`config.mk`:
```
export PLATFORM = sky130hd
export DESIGN_NAME = host_exit_monitor
export DESIGN_NICKNAME = d
export VERILOG_FILES = /design/src/rtl/host_exit_monitor.sv
export SDC_FILE = /design/constraint.sdc
export NUM_CORES = 1
export LEC_CHECK = 0
export CAP_MARGIN = 5
export CELL_PAD_IN_SITES_DETAIL_PLACEMENT = 1
export CELL_PAD_IN_SITES_GLOBAL_PLACEMENT = 1
export CORE_UTILIZATION = 45
export CTS_BUF_LIST = sky130_fd_sc_hd__clkbuf_8
export DETAILED_ROUTE_END_ITERATION = 12
export DONT_BUFFER_PORTS = 1
export PLACE_DENSITY_LB_ADDON = 0.05
export SLEW_MARGIN = 40
export SYNTH_ARGS = -nofsm -noshare
export SYNTH_HDL_FRONTEND = slang
export SYNTH_SLANG_ARGS = --single-unit
```
`constraint.sdc`:
```
create_clock -name clock -period 7.2 [get_ports clock]
set_input_delay 1.44 -clock clock [delete_from_list [all_inputs] [get_ports clock]]
set_output_delay 1.44 -clock clock [all_outputs]
set_load 0.05 [all_outputs]
```
`src/rtl/host_exit_monitor.sv`:
```
// rtl/host_exit_monitor.sv - watches tohost channels for a stable exit value or a RUN timeout
// Sticky EXITED/TIMEDOUT result; all outputs are registered.
module host_exit_monitor #(
  parameter int unsigned NUM_CHANNELS   = 2,
  parameter int unsigned WIDTH          = 8,
  parameter int unsigned MATCH_MODE     = 0,
  parameter int unsigned EXIT_CODE      = 32'h01,
  parameter int unsigned STABLE_CYCLES  = 1,
  parameter int unsigned TIMEOUT_CYCLES = 2000,
  parameter int unsigned CYCLE_WIDTH    = 32,
  localparam int unsigned CH_W = (NUM_CHANNELS > 1) ? $clog2(NUM_CHANNELS) : 1
) (
  input  logic                            clock,
  input  logic                            reset,
  input  logic                            io_start,
  input  logic                            io_clear,
  input  logic [NUM_CHANNELS*WIDTH-1:0]   io_tohost,
  output logic                            io_done,
  output logic                            io_exit,
  output logic                            io_timeout,
  output logic [CH_W-1:0]                 io_exit_channel,
  output logic [WIDTH-1:0]                io_exit_code,
  output logic [CYCLE_WIDTH-1:0]          io_cycles
);

  typedef enum logic [1:0] {S_IDLE, S_RUN, S_EXITED, S_TIMEDOUT} state_t;

  localparam logic [7:0] STAB8 = 8'(STABLE_CYCLES);

  state_t                                r_state;
  logic                                  r_done;
  logic                                  r_exit;
  logic                                  r_timeout;
  logic [CH_W-1:0]                       r_exit_channel;
  logic [WIDTH-1:0]                      r_exit_code;
  logic [CYCLE_WIDTH-1:0]                r_cycles;
  logic [NUM_CHANNELS-1:0][WIDTH-1:0]    r_prev;
  logic [NUM_CHANNELS-1:0][7:0]          r_cnt;

  logic [NUM_CHANNELS-1:0][WIDTH-1:0]    w_chan;
  logic [NUM_CHANNELS-1:0][WIDTH-1:0]    w_code;
  logic [NUM_CHANNELS-1:0][7:0]          w_cnt_next;
  logic [NUM_CHANNELS-1:0]               w_qual;
  logic [NUM_CHANNELS-1:0]               w_hit;
  logic                                  w_any_hit;
  logic [CH_W-1:0]                       w_hit_ch;
  logic [WIDTH-1:0]                      w_hit_code;
  logic [CYCLE_WIDTH-1:0]                w_cycles_inc;
  logic                                  w_timeout_hit;

  for (genvar g = 0; g < NUM_CHANNELS; g++) begin : g_ch
    assign w_chan[g] = io_tohost[g*WIDTH +: WIDTH];
    if (MATCH_MODE == 1) begin : g_bit0
      assign w_qual[g] = w_chan[g][0];
      assign w_code[g] = {1'b0, w_chan[g][WIDTH-1:1]};
    end else begin : g_exact
      assign w_qual[g] = (w_chan[g] == EXIT_CODE[WIDTH-1:0]);
      assign w_code[g] = w_chan[g];
    end
    // A zero count means the previous sample did not qualify, so the run restarts at 1.
    assign w_cnt_next[g] = !w_qual[g] ? 8'd0 :
                           ((r_cnt[g] == 8'd0) || (w_chan[g] != r_prev[g])) ? 8'd1 :
                           (r_cnt[g] >= STAB8) ? STAB8 : r_cnt[g] + 8'd1;
    assign w_hit[g] = (w_cnt_next[g] == STAB8);
  end

  always_comb begin
    w_hit_ch   = '0;
    w_hit_code = '0;
    for (int i = NUM_CHANNELS - 1; i >= 0; i--) begin
      if (w_hit[i]) begin
        w_hit_ch   = CH_W'(i);
        w_hit_code = w_code[i];
      end
    end
  end

  assign w_any_hit     = |w_hit;
  assign w_cycles_inc  = (&r_cycles) ? r_cycles : r_cycles + CYCLE_WIDTH'(1);
  assign w_timeout_hit = (TIMEOUT_CYCLES != 0) &&
                         (w_cycles_inc == CYCLE_WIDTH'(TIMEOUT_CYCLES));

  always_ff @(posedge clock) begin
    if (reset || io_clear) begin
      r_state        <= S_IDLE;
      r_done         <= 1'b0;
      r_exit         <= 1'b0;
      r_timeout      <= 1'b0;
      r_exit_channel <= '0;
      r_exit_code    <= '0;
      r_cycles       <= '0;
      r_prev         <= '0;
      r_cnt          <= '0;
    end else begin
      case (r_state)
        S_IDLE: begin
          r_cnt <= '0;
          if (io_start) begin
            r_state  <= S_RUN;
            r_cycles <= '0;
          end
        end
        S_RUN: begin
          r_cycles <= w_cycles_inc;
          r_prev   <= w_chan;
          r_cnt    <= w_cnt_next;
          if (w_any_hit) begin
            r_state        <= S_EXITED;
            r_done         <= 1'b1;
            r_exit         <= 1'b1;
            r_exit_channel <= w_hit_ch;
            r_exit_code    <= w_hit_code;
            r_cnt          <= '0;
          end else if (w_timeout_hit) begin
            r_state   <= S_TIMEDOUT;
            r_done    <= 1'b1;
            r_timeout <= 1'b1;
            r_cnt     <= '0;
          end
        end
        default: r_cnt <= '0;
      endcase
    end
  end

  assign io_done         = r_done;
  assign io_exit         = r_exit;
  assign io_timeout      = r_timeout;
  assign io_exit_channel = r_exit_channel;
  assign io_exit_code    = r_exit_code;
  assign io_cycles       = r_cycles;

endmodule

```
==> impl_metrics.csv <==
group,metric,value,unit
layout,final_nets,394,
power,leakage,0.986,nW
yosys,yosys.area.top_type_share,0.306,
global_routing,overflow,0,
routing,ant_nets,0,
timing,finClkSkew,0.00507,ns
setup_path,critical_path_class,"reg2reg",
clocking,cts_resized,0,
setup_path,worstPathRequired,7.42,ns
global_routing,grt_pass1_vias,3072,
setup_path,cp_max_fo,9,
timing,fin_crit_sh,0.476,
job,max_cap_violations,0,
yosys,ys_ff_latch,46,
clocking,postCtsSetupBuffers,0,
timing,final-max-slew-violation-count,0,
place,hpwlAfterDp,6770,microns
outcome,status,"finished, violations left",
clocking,cts_hold_buffers,0,
place,placedCellCount,443,
routing,drtIter0Drc,182,
global_routing,antenna_found_initial,0,
layout,seqCellArea,922,sq um
layout,stdcell_count,451,
yosys,ys_types,59,
timing,slew_headroom,0.456,
clocking,clk_latency,0.31,ns
clocking,htree_levels,2,
outcome,violations,"DRC",
timing,setup_viol,0,
floorplan,core,0.00642,sq mm
routing,via_per_inst,6.57,
yosys,syn-num-nets,419,
yosys,yosys-top-cells-area,"dfxtp_1 31%, o21ai_0 8.5%, a21oi_1 5.6%",
routing,routed_wl,9460,microns
clocking,root_buffer,"clkbuf_8",
place,place.gp.congestion,0.871,
clocking,cts_buffers,5,
yosys,ys_seq_area_frac,0.306,
layout,drive_above_1_share,0.107,
clocking,cts_tree,"yes",
layout,multiInputGateArea,0.00192,sq mm
yosys,yosys_warnings,0,
floorplan,io_pins,64,
setup_path,start_kind,"flip-flop",
floorplan,die_w,83.8,microns
global_routing,grt.total_usage,0.279,
timing,rsz0062_at_grt,"no",
clocking,cts_buffer_depth,2,
global_routing,grt_max_degree,35,
min_path,min_path_cells,1,
floorplan,fp.dieH,83.8,microns
floorplan,rows,29,
timing,final_hold_viol_count,0,
power,power,459,uW
yosys,synth-main-ff-cell,"dfxtp_1",
setup_path,rr_worst_depth,7,
timing,fmax,292,MHz
place,numPortBuffers,0,
timing,fin_setup_tns,0,ns
yosys,postSynth.asyncResetShare,0,
timing,fin_crit,3.43,ns
yosys,syn-instance-count,398,
yosys,synth-edff-count,0,
floorplan,initial_core_util,0.469,
setup_path,endpoint_kind,"flip-flop",
layout,area_growth,1.91,%
yosys,syn-cell-area,0.00301,sq mm
routing,num_vias,2964,
layout,antenna_cells,0,
routing,first_pass_iters,10,
yosys,synth.avg_cell_area,7.57,sq um
power,pwr_density_cell,150,mW/mm^2
routing,wl_per_cell,21.0,microns
floorplan,die_area,0.00703,sq mm
power,vdd_drop_max,0.0744,mV
setup_path,cp.arrival,3.65,ns
clocking,path_clk_slew,0.10,ns
routing,drc,8,
layout,n_fill_cell,791,
yosys,synth_top_area_cell,"dfxtp_1",
clocking,clock_sinks,46,
min_path,hp-class,"reg2reg",
global_routing,grt_pass1_wl,15700,microns
timing,tightest_slew,0.815,ns
[cell usage after synthesis, drive strengths merged, types with 4 or more instances]
cell and instances:
a31oi 10, a22oi 5, o21ai 52, nand3 20, clkbuf 24, or3 5
nor2 39, a21oi 34, nor3 13, nand2 32, dfxtp 46, and2 12
and3 5, mux2i 4, buf 12, nand4 13, or4 4, nor4 13
xnor2 4, a211oi 5, and4 6, or2 6
[through the flow]
stage | util | setup WS (ns) | hold WS (ns) | area (sq um)
2_1_floorplan | - | 4.05 | 0.478 | 3010
3_3_place_gp | 0.462 | 3.83 | 0.511 | 2970
3_5_place_dp | 0.462 | 3.72 | 0.519 | 2970
4_1_cts | 0.477 | 3.81 | 0.544 | 3070
5_1_grt | 0.478 | 3.57 | 0.574 | 3070
6_report | 0.478 | 3.77 | 0.545 | 3070
[logic make-up (layout without fill, tap and decap cells)]
logic type,after synthesis,count (layout),synth area share
and+or+nand+nor,178,178,0.357
AOI/OAI and AO/OA,124,124,0.241
DFF,46,46,0.306
buffers and inverters,39,15,0.0610
xor gates and xnor gates,6,6,0.0174
muxes,4,4,0.0133
adders and majority gates,1,1,0.00415
[power by group]
part	internal, mW	total (mW)	switching [mW]
sequential	0.255	0.256	0.00129
combinational	0.00716	0.0266	0.0194
clock	0.0723	0.177	0.104
total	0.334	0.459	0.125
[cell type report]
class / instances / area share
inverters: 3 / 0.00367
repair buffers: 4 / 0.00978
flip-flops and latches: 46 / 0.300
well taps: 77 / 0.0314
multi-input cells: 313 / 0.624
clock inverters: 3 / 0.00856
clock buffers: 5 / 0.0224
[layer usage]
layer	vias up	wire, microns	GRT usage
li1	1421	-	-
met4	0	190	0.0940
met2	85	4530	0.467
met5	-	0	0
met1	1440	4200	0.350
met3	18	539	0.0663
[worst max-delay path, stage by stage (launching register included)]
cell,delay [ns]
dfxtp_1,0.79
ha_1,0.45
nand3_4,0.16
nor4_1,0.69
nand3_1,0.32
nor2_1,0.47
o21ai_0,0.16
a311oi_1,0.29
[path summary, 6_finish.rpt]
check / start / end / slack [ns]
min: r_state[0] / r_state[0] / 0.54
min reg2reg: r_state[0] / r_state[0] / 0.54
max reg2reg: io_cycles[0] / io_cycles[3] / 3.77
max: io_cycles[0] / io_cycles[3] / 3.77
[placed cells by master, fill, tap and decap left out, drive strengths merged, types with 2 or more instances in the layout]
cell type  Yosys  final
or2            6      6
a22oi          5      5
o211ai         2      2
a21o           2      2
a2111o         2      2
nand3         20     20
and3           5      5
nand2b         2      2
dfxtp         46     46
clkbuf        24      5
nor4          13     13
a31oi         10     10
inv            3      6
xnor2          4      4
nor2b          2      2
o21ai         52     52
nand4         13     13
a311oi         3      3
or4            4      4
a21oi         34     34
and4b          2      2
nor3          13     13
xor2           2      2
a41oi          3      3
or3            5      5
nor2          39     39
nand2         32     32
a211oi         5      5
mux2i          4      4
and4           6      6
nor4b          2      2
buf           12      4
and2          12     12
o21a           3      3
[flip-flops by register name, indices dropped and copies added (netlist names)]
register         flops
io_exit_code         8
io_exit              1
io_exit_channel      1
r_state              2
io_timeout           1
io_done              1
io_cycles           32
Note: power is estimated with default switching activity, not from simulation.
